`src/rtl/sigmoid_seq.sv`:
```
// sigmoid_seq: sequencer that owns the sigmoid lookup block.
//   After reset or a reload request it streams N_ENTRIES table words into the
//   sigmoid table. It then accepts 8.8 MAC results, issues a one-cycle evaluate
//   request, waits SIG_LAT cycles, captures the result and offers it downstream.
//
// Optional feature: define SIGMOID_SEQ_SAT_BYPASS_EN to skip the sigmoid block
//   for inputs below -6.0 (result 0x0000) or above +6.0 (result 0x0100).
//
// Ports:
//   clk, reset                  clock, synchronous active-high reset
//   load_start                  request a table reload (honoured in LOAD/IDLE only)
//   cfg_valid/cfg_ready/cfg_data table word stream, address order 0..N_ENTRIES-1
//   lut_loaded                  table completely written since last reset/reload
//   in_valid/in_ready/in_data   signed 8.8 MAC result
//   out_valid/out_ready/out_data 8.8 sigmoid result
//   sig_we/sig_addr/sig_d       table write port to the sigmoid block
//   sig_done/sig_in             evaluate request to the sigmoid block
//   sig_out                     sigmoid block result
//   busy                        sequencer is not idle
module sigmoid_seq #(
  parameter int unsigned N_ENTRIES = 121,
  parameter int unsigned ADDR_W    = 7,
  parameter int unsigned SIG_LAT   = 1
) (
  input  logic              clk,
  input  logic              reset,
  input  logic              load_start,
  input  logic              cfg_valid,
  output logic              cfg_ready,
  input  logic [15:0]       cfg_data,
  output logic              lut_loaded,
  input  logic              in_valid,
  output logic              in_ready,
  input  logic [15:0]       in_data,
  output logic              out_valid,
  input  logic              out_ready,
  output logic [15:0]       out_data,
  output logic              sig_we,
  output logic [ADDR_W-1:0] sig_addr,
  output logic [15:0]       sig_d,
  output logic              sig_done,
  output logic [15:0]       sig_in,
  input  logic [15:0]       sig_out,
  output logic              busy
);

  localparam int unsigned WaitW = (SIG_LAT > 1) ? $clog2(SIG_LAT) : 1;
  localparam logic [ADDR_W-1:0] LastAddr = ADDR_W'(N_ENTRIES - 1);
  localparam logic [WaitW-1:0]  LastWait = WaitW'(SIG_LAT - 1);

  typedef enum logic [2:0] {StLoad, StIdle, StEval, StWait, StHold} state_e;

  state_e            state_q, state_d;
  logic [ADDR_W-1:0] cnt_q, cnt_d;
  logic [WaitW-1:0]  wait_q, wait_d;
  logic              lut_loaded_q, lut_loaded_d;
  logic              we_q, we_d;
  logic [ADDR_W-1:0] waddr_q, waddr_d;
  logic [15:0]       wdata_q, wdata_d;
  logic [15:0]       sig_in_q, sig_in_d;
  logic [15:0]       out_data_q, out_data_d;

  logic              cfg_acc, in_acc;
  logic              sat_lo, sat_hi;
  logic [ADDR_W-1:0] load_addr;

`ifdef SIGMOID_SEQ_SAT_BYPASS_EN
  assign sat_lo = $signed(in_data) < $signed(16'hFA00);
  assign sat_hi = $signed(in_data) > $signed(16'h0600);
`else
  assign sat_lo = 1'b0;
  assign sat_hi = 1'b0;
`endif

  // Handshake outputs decode the state; reset forces every output low.
  assign cfg_ready  = !reset && (state_q == StLoad);
  assign in_ready   = !reset && (state_q == StIdle) && lut_loaded_q && !load_start;
  assign out_valid  = !reset && (state_q == StHold);
  assign sig_done   = !reset && (state_q == StEval);
  assign busy       = !reset && (state_q != StIdle);

  assign lut_loaded = lut_loaded_q;
  assign sig_we     = we_q;
  assign sig_addr   = waddr_q;
  assign sig_d      = wdata_q;
  assign sig_in     = sig_in_q;
  assign out_data   = out_data_q;

  assign cfg_acc = cfg_valid && cfg_ready;
  assign in_acc  = in_valid && in_ready;

  // A restart request in LOAD rewinds to address 0; a word accepted in that
  // same cycle becomes the first word of the new pass.
  assign load_addr = load_start ? '0 : cnt_q;

  always_comb begin
    state_d      = state_q;
    cnt_d        = cnt_q;
    wait_d       = wait_q;
    lut_loaded_d = lut_loaded_q;
    we_d         = 1'b0;
    waddr_d      = waddr_q;
    wdata_d      = wdata_q;
    sig_in_d     = sig_in_q;
    out_data_d   = out_data_q;

    unique case (state_q)
      StLoad: begin
        if (cfg_acc) begin
          we_d    = 1'b1;
          waddr_d = load_addr;
          wdata_d = cfg_data;
          if (load_addr == LastAddr) begin
            state_d      = StIdle;
            lut_loaded_d = 1'b1;
            cnt_d        = '0;
          end else begin
            cnt_d = load_addr + 1'b1;
          end
        end else if (load_start) begin
          cnt_d = '0;
        end
      end
      StIdle: begin
        if (load_start) begin
          state_d      = StLoad;
          lut_loaded_d = 1'b0;
          cnt_d        = '0;
        end else if (in_acc) begin
          if (sat_lo) begin
            out_data_d = 16'h0000;
            state_d    = StHold;
          end else if (sat_hi) begin
            out_data_d = 16'h0100;
            state_d    = StHold;
          end else begin
            sig_in_d = in_data;
            state_d  = StEval;
          end
        end
      end
      StEval: begin
        wait_d  = '0;
        state_d = StWait;
      end
      StWait: begin
        if (wait_q == LastWait) begin
          out_data_d = sig_out;
          state_d    = StHold;
        end else begin
          wait_d = wait_q + 1'b1;
        end
      end
      StHold: begin
        if (out_ready) begin
          state_d = StIdle;
        end
      end
      default: state_d = StLoad;
    endcase
  end

  always_ff @(posedge clk) begin
    if (reset) begin
      state_q      <= StLoad;
      cnt_q        <= '0;
      wait_q       <= '0;
      lut_loaded_q <= 1'b0;
      we_q         <= 1'b0;
      waddr_q      <= '0;
      wdata_q      <= '0;
      sig_in_q     <= '0;
      out_data_q   <= '0;
    end else begin
      state_q      <= state_d;
      cnt_q        <= cnt_d;
      wait_q       <= wait_d;
      lut_loaded_q <= lut_loaded_d;
      we_q         <= we_d;
      waddr_q      <= waddr_d;
      wdata_q      <= wdata_d;
      sig_in_q     <= sig_in_d;
      out_data_q   <= out_data_d;
    end
  end

endmodule

```
`config.mk`:
```
export PLATFORM = sky130hd
export DESIGN_NAME = sigmoid_seq
export DESIGN_NICKNAME = d
export VERILOG_FILES = /design/src/rtl/sigmoid_seq.sv
export SDC_FILE = /design/constraint.sdc
export NUM_CORES = 1
export LEC_CHECK = 0
export ABC_CLOCK_PERIOD_IN_PS = 1550
export BUFFER_PORTS_ARGS = -buffer_cell sky130_fd_sc_hd__buf_4
export CAP_MARGIN = 25
export CORE_MARGIN = 10
export CORE_UTILIZATION = 30
export DETAILED_ROUTE_END_ITERATION = 12
export GPL_ROUTABILITY_DRIVEN = 1
export GPL_TIMING_DRIVEN = 1
export SYNTH_ARGS = -nofsm -noshare
export SYNTH_HDL_FRONTEND = slang
export SYNTH_SLANG_ARGS = --single-unit
```
`constraint.sdc`:
```
create_clock -name clk -period 1.55 [get_ports clk]
set_input_delay 0 -clock clk [delete_from_list [all_inputs] [get_ports clk]]
set_output_delay 0 -clock clk [all_outputs]
set_load 0.02 [all_outputs]
```
==> impl_metrics.tcl, run 1 <==
set metrics [dict create \
    ys_seq_area_frac 0.494 \
    swShare 0.239 \
    yosysTopAreaCellShare 0.494 \
    drive_gt1_frac 0.336 \
    n_antenna_cell 0 \
    placedCellCount 561 \
    syn_area_um2 2720 \
    htreeDepth 3 \
    ir_drop_v 0.000422 \
    finalCritPeriodShare 0.972 \
    ant_nets 0 \
    gp_congestion 0.864 \
    area_growth_pct 68.8 \
    fp.dieH_um 115 \
    numCtsBuffers 9 \
    p_seq_frac 0.502 \
    grt_pass1_vias 2955 \
    synth-seq-cells 67 \
    routed_wl_mm 8.92 \
    power.leakage_uw 0.00200 \
    clk_latency_ns 0.34 \
    numClockSinks 67 \
    grt_pass1_wl_mm 14.5 \
    initial_utilization 0.310 \
    max_clock_freq_mhz 664 \
    wl_per_cell_um 14.2 \
    skew_ns 0.00347 \
    drt_pass1_iterations 4 \
    synth_cell_type_count 41 \
    timing.final.ws_setup_ns 0.0432 \
    drt_iter0_drc 152 \
    final_common_cell "buf_4" \
    ys_async_sr_fraction 0 \
    synth_edf_count 0 \
    syn_nets 389 \
    synthFlopType "dfxtp_1" \
    setup_viol_count_final 0 \
    critical_path_class "register to register" \
    switching_power_uw 843 \
    syn_area_per_cell_um2 8.16 \
    ys_warn_count 0 \
    viasPerCell 4.57 \
    yosys-top-cells-area "dfxtp_1, nand2_1, nand3b_1" \
    hpwl_mm 6.07 \
    syn_inst 333 \
    die_x_um 115 \
    rsz0062_at_grt "yes" \
    mostFrequentLayoutCells "buf_4, nand2_1, dfxtp_1, dlygate4sd3_1, a21oi_1" \
    powerDensity_nw_per_um2 770 \
    p_int_uw 2690 \
    finalMaxSlewViolations 0 \
    path_clk_slew_ns 0.07 \
    worstPathArrival_ns 1.76 \
    layout.cells.non_filler 626 \
    power_frac_comb 0.130 \
    yosysTopAreaCell "dfxtp_1" \
    ios 116 \
    io_buffer_count 115 \
    antenna_found_initial 0 \
    root_buffer "clkbuf_8" \
    vias 2858 \
    ctsLongestPathBuffers 2 \
    grt_max_degree 50 \
    rows 34 \
    maxCapViolCount 0 \
    worstPathRequired_ns 1.81 \
    relSlewSlack 0.688 \
    cp-start-kind "register" \
    grt_use_total 0.134 \
    drc_errors 0 \
    final_nets 569 \
    pre_cts_ws_ns -0.0169 \
    clockPowerShare 0.368 \
    critPathMaxFanout 2 \
    max_slew.worst_pin.slew_ns 0.467 \
    status "complete, no violations" \
    cts_tree "yes" \
    floorplan.core_area_um2 8760 \
    grt_overflow 0 \
    dieArea_um2 13300 \
    end_kind "register" \
    hp-class "input pin to register" \
    finalHoldViolations 0 \
    timing.final.crit_period_ns 1.51 \
]
-- routing by layer --
layer | track usage | vias to the layer above | part of all wire
met1 | 0.149 | 1295 | 0.42
li1 | - | 1470 | -
met2 | 0.222 | 78 | 0.48
met3 | 0.0526 | 15 | 0.076
met4 | 0.0545 | 0 | 0.018
met5 | 0 | - | 0
-- state kept, by name (all words and copies together), names as in the netlist --
register,count
sig_d,16
sig_we,1
state_q,3
cnt_q,7
lut_loaded,1
sig_in,16
sig_addr,7
out_data,16
-- through the flow --
step	area [µm²]	power [µW]	setup TNS, ns	hold WS [ns]	util
final	4580	3530	0	0.0706	0.523
after global routing	4580	3690	-0.0306	0.0855	0.523
after CTS	4510	3580	0	0.0305	0.514
after detailed placement	3840	2160	-0.0169	0.189	0.438
after global placement	3840	2160	0	0.184	0.438
after floorplan	2740	1960	-0.324	0.0989	-
-- worst paths after layout --
path                                                 from                   endpoint  slack [ns]  cells past startpoint
worst max-delay path                cnt_q[1]$_SDFFE_PP0P_    state_q[0]$_SDFFE_PP0P_        0.04                      6
worst min register to register  out_data[14]$_SDFFE_PP0P_  out_data[14]$_SDFFE_PP0P_        0.46                      2
worst max register to register      cnt_q[1]$_SDFFE_PP0P_    state_q[0]$_SDFFE_PP0P_        0.04                      6
worst min-delay path                            cfg_valid      cnt_q[5]$_SDFFE_PP0P_        0.07                      4
-- power groups by stage --
stage | combinational, µW | sequential [µW] | clock [µW]
after floorplan | 106 | 1850 | 0
after global placement | 347 | 1810 | 0
after detailed placement | 349 | 1810 | 0
after CTS | 450 | 1770 | 1350
after global routing | 494 | 1780 | 1420
final | 457 | 1770 | 1300
-- cells in the mapped netlist (3+ instances only) --
library cell / number
nand3b_1: 21
clkbuf_1: 17
nor2_1: 7
nand2b_1: 17
o21ai_0: 20
nand2_1: 101
buf_2: 4
or3_1: 3
nor2b_1: 4
a21oi_1: 30
dfxtp_1: 67
inv_1: 5
a311oi_1: 3
-- layout make-up --
cell class / instances / area [µm²]
fillers: 798 / 4180
well taps: 108 / 135
clock buffers: 14 / 163
repair buffers: 193 / 1590
inverters: 6 / 25.0
multi-input cells: 236 / 1320
clock inverters: 2 / 10.0
flip-flops and latches: 67 / 1340
-- worst max-delay path, cell delays in order (launching register included) --
cell,delay [ns]
dfxtp_2,0.34
nand2_4,0.07
ha_4,0.14
nand2b_4,0.05
or3_4,0.33
or2_4,0.26
a311oi_2,0.24
-- kinds of logic (layout without fill, tap and decap cells) --
logic type / after synthesis / after routing / synth area share
AOI/OAI and AO/OA: 61 / 61 / 0.125
adders and majority gates: 2 / 2 / 0.00921
buffers and inverters: 30 / 215 / 0.0461
DFF: 67 / 67 / 0.494
muxes: 2 / 2 / 0.00783
and+or+nand+nor: 171 / 171 / 0.318
-- what timing repair did --
| action | in CTS | in global routing |
|---|---|---|
| setup buffers | 0 | 0 |
| gates cloned | 0 | 0 |
| hold endpoints to repair | 50 | 0 |
| resized for setup | 0 | 18 |
| endpoints found under the setup margin | 1 | 20 |
| hold buffers | 49 | 0 |
| pin swaps | 3 | 6 |
(Power assumes the default switching activity.)
==> run 2, diff against run 1 <==
- ABC_CLOCK_PERIOD_IN_PS: 1550 -> 1250
- clock period: 1.55 -> 1.25 ns (I/O delays scaled with it)
==> run 2 against run 1 <==
Effect of this change: the run now ends with negative setup slack left; wire length rose by 11%; clock skew increased by 0.0048 ns; critical endpoint is now cnt_q[6]$_SDFFE_PP0P_; clock-buffer cell count is 1 lower; fmax shrank 2.5%; largest power group unchanged; register-to-register slack got worse by 0.34 ns; power up 32%; largest cell class unchanged; worst setup slack lost 0.34 ns; sequential power up 24%; flip-flop and latch count unchanged; combinational power up 30%; sequential share of layout area down 2.9 points; non-clock buffer count rose by 27.
==> impl_metrics.tcl, run 2 (synthesis results as in run 1) <==
set metrics [dict create \
    worstPathArrival_ns 1.79 \
    timing.final.ws_setup_ns -0.296 \
    drt_pass1_iterations 4 \
    ant_nets 0 \
    critical_path_class "register to register" \
    grt_overflow 0 \
    rows 34 \
    final_nets 596 \
    numClockSinks 67 \
    critPathBufInv 1 \
    violations "negative setup slack" \
    finalCritPeriodShare 1.24 \
    cp-start-kind "register" \
    drt_iter0_drc 189 \
    clk_latency_ns 0.33 \
    grt_pass1_wl_mm 14.8 \
    ctsLongestPathBuffers 2 \
    rsz0062_at_grt "yes" \
    critPathMaxStageDelay_ns 0.35 \
    grt_use_total 0.138 \
    hold_depth 4 \
    end_kind "register" \
    mostFrequentLayoutCells "buf_4, nand2_1, dfxtp_1, dlygate4sd3_1, nand3b_1" \
    grt_max_degree 59 \
    n_antenna_cell 0 \
    design_area_um2 5120 \
    finalMaxSlewViolations 0 \
    root_buffer "clkbuf_8" \
    finalHoldViolations 0 \
    numCtsBuffers 9 \
    dieArea_um2 13300 \
    relSlewSlack 0.604 \
    cp_cell_sequence "nor4_4 -> nand2_2 -> buf_6 -> or3_4 -> a221oi_2" \
    final_common_cell "buf_4" \
    max_clock_freq_mhz 647 \
    initial_utilization 0.310 \
    setup_viol_count_final 70 \
    die_x_um 115 \
    fp.dieH_um 115 \
    grt_pass1_vias 3029 \
    power.leakage_uw 0.00221 \
    io_buffer_count 115 \
    place_area_um2 3950 \
    cts_tree "yes" \
    maxCapViolCount 0 \
    ir_drop_v 0.000388 \
    drive_gt1_frac 0.418 \
    viasPerCell 4.71 \
    skew_ns 0.00829 \
    hpwl_mm 6.23 \
    hp-start "in_valid" \
    r2r_cells 5 \
    ios 116 \
    reg2reg_slack_ns -0.30 \
    vias 3073 \
    area_growth_pct 88.4 \
    critPathMaxFanout 8 \
    r2r_start "state_q[0]$_SDFFE_PP0P_" \
    status "complete, but fails checks" \
    antenna_found_initial 0 \
    fillers 753 \
    wl_per_cell_um 15.2 \
    gp_congestion 0.893 \
    hp-class "input pin to register" \
    crit_family "simple AND/OR/NAND/NOR gates" \
    cpMaxStageDelayCell "dfxtp_4" \
    rr_endpoint "cnt_q[6]$_SDFFE_PP0P_" \
    path_clk_slew_ns 0.06 \
    timing.final.crit_period_ns 1.55 \
    power_uw 4650 \
    worstPathRequired_ns 1.49 \
    powerDensity_nw_per_um2 908 \
    htreeDepth 3 \
    max_slew.worst_pin.slew_ns 0.594 \
    floorplan.core_area_um2 8760 \
    min_to "state_q[0]$_SDFFE_PP0P_" \
    drc_errors 0 \
    routed_wl_mm 9.94 \
]
run 2: stage by stage:
stage	TNS (ns)	util	setup slack [ns]	cells	hold slack (ns)
after floorplan	-10.68	-	-0.478	333	0.106
after global placement	-4.78	0.451	-0.240	574	0.191
after detailed placement	-7.39	0.451	-0.297	574	0.194
after CTS	-4.98	0.556	-0.292	646	0.0574
after global routing	-10.44	0.584	-0.341	653	0.0772
final	-6.55	0.584	-0.296	653	0.0943
run 2: worst max path at each step:
stage / from / end / slack [ns] / depth (start not counted)
floorplan: state_q[1]$_SDFFE_PP0P_ / cnt_q[5]$_SDFFE_PP0P_ / -0.48 / 5
detailed placement: state_q[0]$_SDFFE_PP0P_ / cnt_q[5]$_SDFFE_PP0P_ / -0.30 / 4
global route: state_q[0]$_SDFFE_PP0P_ / cnt_q[6]$_SDFFE_PP0P_ / -0.34 / 5
finish: state_q[0]$_SDFFE_PP0P_ / cnt_q[6]$_SDFFE_PP0P_ / -0.30 / 5
CTS: cnt_q[1]$_SDFFE_PP0P_ / state_q[0]$_SDFFE_PP0P_ / -0.29 / 6
global placement: cnt_q[0]$_SDFFE_PP0P_ / state_q[0]$_SDFFE_PP0P_ / -0.24 / 6
run 2: power by group:
part	switching [µW]	internal, µW	total (µW)
clock	821	1040	1860
sequential	22.3	2170	2190
combinational	250	346	596
total	1090	3550	4650
run 2: what timing repair did:
item / in CTS / in global routing
endpoints found under the setup margin: 71 / 70
hold buffers: 49 / 0
endpoints found under the hold margin: 50 / 0
resized for setup: 44 / 42
cloned: 2 / 3
buffers inserted: 5 / 6
pin swaps: 10 / 13
run 2: final cells by class:
type,count,area [µm²],share of cell area
timing repair buffer,220,1960,0.383
multi-input combinational,236,1430,0.280
sequential,67,1350,0.265
clock buffer,13,159,0.0311
tap,108,135,0.0264
clock inverter,3,46.3,0.00905
inverter,6,30.0,0.00587
run 2: metal layers:
layer  wire length [µm]  part of all wire  global-route usage  vias up
met3                646             0.065              0.0365       18
met4                254             0.026              0.0710        0
li1                   -                 -                   -     1524
met2               4850              0.49               0.223       90
met1               4180              0.42               0.163     1441
met5                  0                 0                   0        -
run 2: worst min-delay path, cell delays in order:
cell      delay (ns)
buf_4           0.09
a21oi_1         0.06
a21oi_1         0.17
a311oi_1        0.06
==> run 3, diff against run 2 <==
- CORE_ASPECT_RATIO: unset -> 0.9
- HOLD_SLACK_MARGIN: unset -> 0.02
- PLACE_DENSITY: unset -> 0.69
==> run 3 against run 2 <==
Effect of this change: power grew 0.36%; first-iteration DRC count grew 34%; hold slack lost 0.036 ns; largest power group unchanged; global-route usage grew 0.52 points; highest routed layer unchanged; the run still ends with negative setup slack left.
==> impl_metrics.tcl, run 3 (synthesis results as in run 1) <==
set metrics [dict create \
    grt_use_total 0.143 \
    gp_congestion 0.924 \
    hp-class "input pin to register" \
    drc_errors 0 \
    setup_viol_count_final 67 \
    worstPathArrival_ns 1.82 \
    ir_drop_v 0.000432 \
    path_clk_slew_ns 0.07 \
    ant_nets 0 \
    timing.final.crit_period_ns 1.58 \
    n_antenna_cell 0 \
    drt_iter0_drc 253 \
    rsz0062_at_grt "yes" \
    hpwl_mm 6.38 \
    cp-start-kind "register" \
    cpMaxStageDelayCell "dfxtp_4" \
    status "complete, but fails checks" \
    multiInputGateArea_um2 1510 \
    routed_wl_mm 10.6 \
    drt_pass1_iterations 4 \
    min_to "state_q[0]$_SDFFE_PP0P_" \
    rr_endpoint "cnt_q[6]$_SDFFE_PP0P_" \
    mostFrequentLayoutCells "buf_4, nand2_1, dfxtp_1, dlygate4sd3_1, a21oi_1" \
    ios 116 \
    numCtsBuffers 9 \
    htreeDepth 3 \
    critPathBufInv 1 \
    clk_latency_ns 0.34 \
    hold_depth 4 \
    maxCapViolCount 0 \
    antenna_found_initial 0 \
    max_slew.worst_pin.slew_ns 0.503 \
    pre_cts_ws_ns -0.286 \
    numClockSinks 67 \
    r2r_cells 5 \
    finalMaxSlewViolations 0 \
    viasPerCell 4.65 \
    power.leakage_uw 0.00232 \
    fin_setup_tns_ns -8.69 \
    violations "negative setup slack" \
    finalHoldViolations 0 \
    area_growth_pct 93.1 \
    rows 32 \
    cts_tree "yes" \
    finalCritPeriodShare 1.26 \
    grt_pass1_vias 2981 \
    root_buffer "clkbuf_8" \
    design_area_um2 5250 \
    critPathMaxFanout 6 \
    io_buffer_count 115 \
    ctsLongestPathBuffers 2 \
    dieArea_um2 13300 \
    hp-start "in_valid" \
    place_area_um2 3980 \
    cp_cell_sequence "nor4_4 -> nand2_2 -> buf_8 -> or3_1 -> a221oi_2" \
    vias 3090 \
    reg2reg_slack_ns -0.33 \
    initial_utilization 0.313 \
    fillers 704 \
    end_kind "register" \
    wl_per_cell_um 16.0 \
    timing.final.ws_setup_ns -0.325 \
    r2r_start "state_q[0]$_SDFFE_PP0P_" \
    layout.area.seq_um2 1350 \
    drive_gt1_frac 0.457 \
    max_clock_freq_mhz 635 \
    critPathMaxStageDelay_ns 0.36 \
    grt_overflow 0 \
    fp.dieH_um 110 \
    powerDensity_nw_per_um2 889 \
    final_common_cell "buf_4" \
    skew_ns 0.00868 \
    worstPathRequired_ns 1.50 \
    final_nets 597 \
    floorplan.core_area_um2 8690 \
    relSlewSlack 0.661 \
    grt_pass1_wl_mm 15.2 \
    die_x_um 120 \
    critical_path_class "register to register" \
    crit_family "simple AND/OR/NAND/NOR gates" \
    power_uw 4660 \
    final_util 0.604 \
    grt_max_degree 43 \
]
## run 3: cell types whose count changed in the layout (fill, tap and decap cells not counted), sizes merged
cell / delta
clkinvlp: -1
inv: -1
clkbuf: -1
clkinv: +4
buf: -1
## run 3: worst max path at each step
| stage | endpoint | from | cells past startpoint | slack, ns |
|---|---|---|---|---|
| after detailed placement | state_q[0]$_SDFFE_PP0P_ | cnt_q[0]$_SDFFE_PP0P_ | 6 | -0.29 |
| after global placement | state_q[0]$_SDFFE_PP0P_ | cnt_q[0]$_SDFFE_PP0P_ | 6 | -0.23 |
| after global routing | cnt_q[6]$_SDFFE_PP0P_ | state_q[0]$_SDFFE_PP0P_ | 5 | -0.42 |
| after CTS | state_q[0]$_SDFFE_PP0P_ | cnt_q[0]$_SDFFE_PP0P_ | 6 | -0.27 |
| final | cnt_q[6]$_SDFFE_PP0P_ | state_q[0]$_SDFFE_PP0P_ | 5 | -0.33 |
| after floorplan | cnt_q[5]$_SDFFE_PP0P_ | state_q[1]$_SDFFE_PP0P_ | 5 | -0.48 |
## run 3: worst min-delay path, cell delays in order
cell and delay [ns]:
buf_4 0.09, a21oi_1 0.06, a21oi_1 0.15, a311oi_1 0.06
## run 3: power by group
part	total [µW]	internal [µW]	switching, µW
combinational	677	395	282
sequential	2200	2170	23.4
clock	1790	958	832
## run 3: repair_timing
item	in CTS	in global routing
gates resized for setup	19	102
hold buffers	49	0
endpoints found under the setup margin	70	70
cloned	1	7
pin swaps	5	40
buffers inserted	0	9
endpoints found under the hold margin	50	0
## run 3: area by class of cell
class,instances,area share
clock buffers,10,0.0262
repair buffers,221,0.383
inverters,6,0.00668
flip-flops and latches,67,0.258
multi-input cells,236,0.288
clock inverters,5,0.0103
well taps,119,0.0284
## run 3: layer usage
layer | vias to the layer above | routed length [µm] | global-route usage
met5 | - | 0 | 0
met4 | 0 | 127 | 0.0482
met3 | 12 | 754 | 0.0493
met2 | 121 | 5520 | 0.249
met1 | 1426 | 4240 | 0.161
li1 | 1531 | - | -
## run 3: stage by stage
step                      cells  hold WS [ns]
after CTS                   650        0.0399
after global placement      585         0.190
after floorplan             333         0.106
final                       664        0.0583
after global routing        664        0.0755
after detailed placement    585         0.195
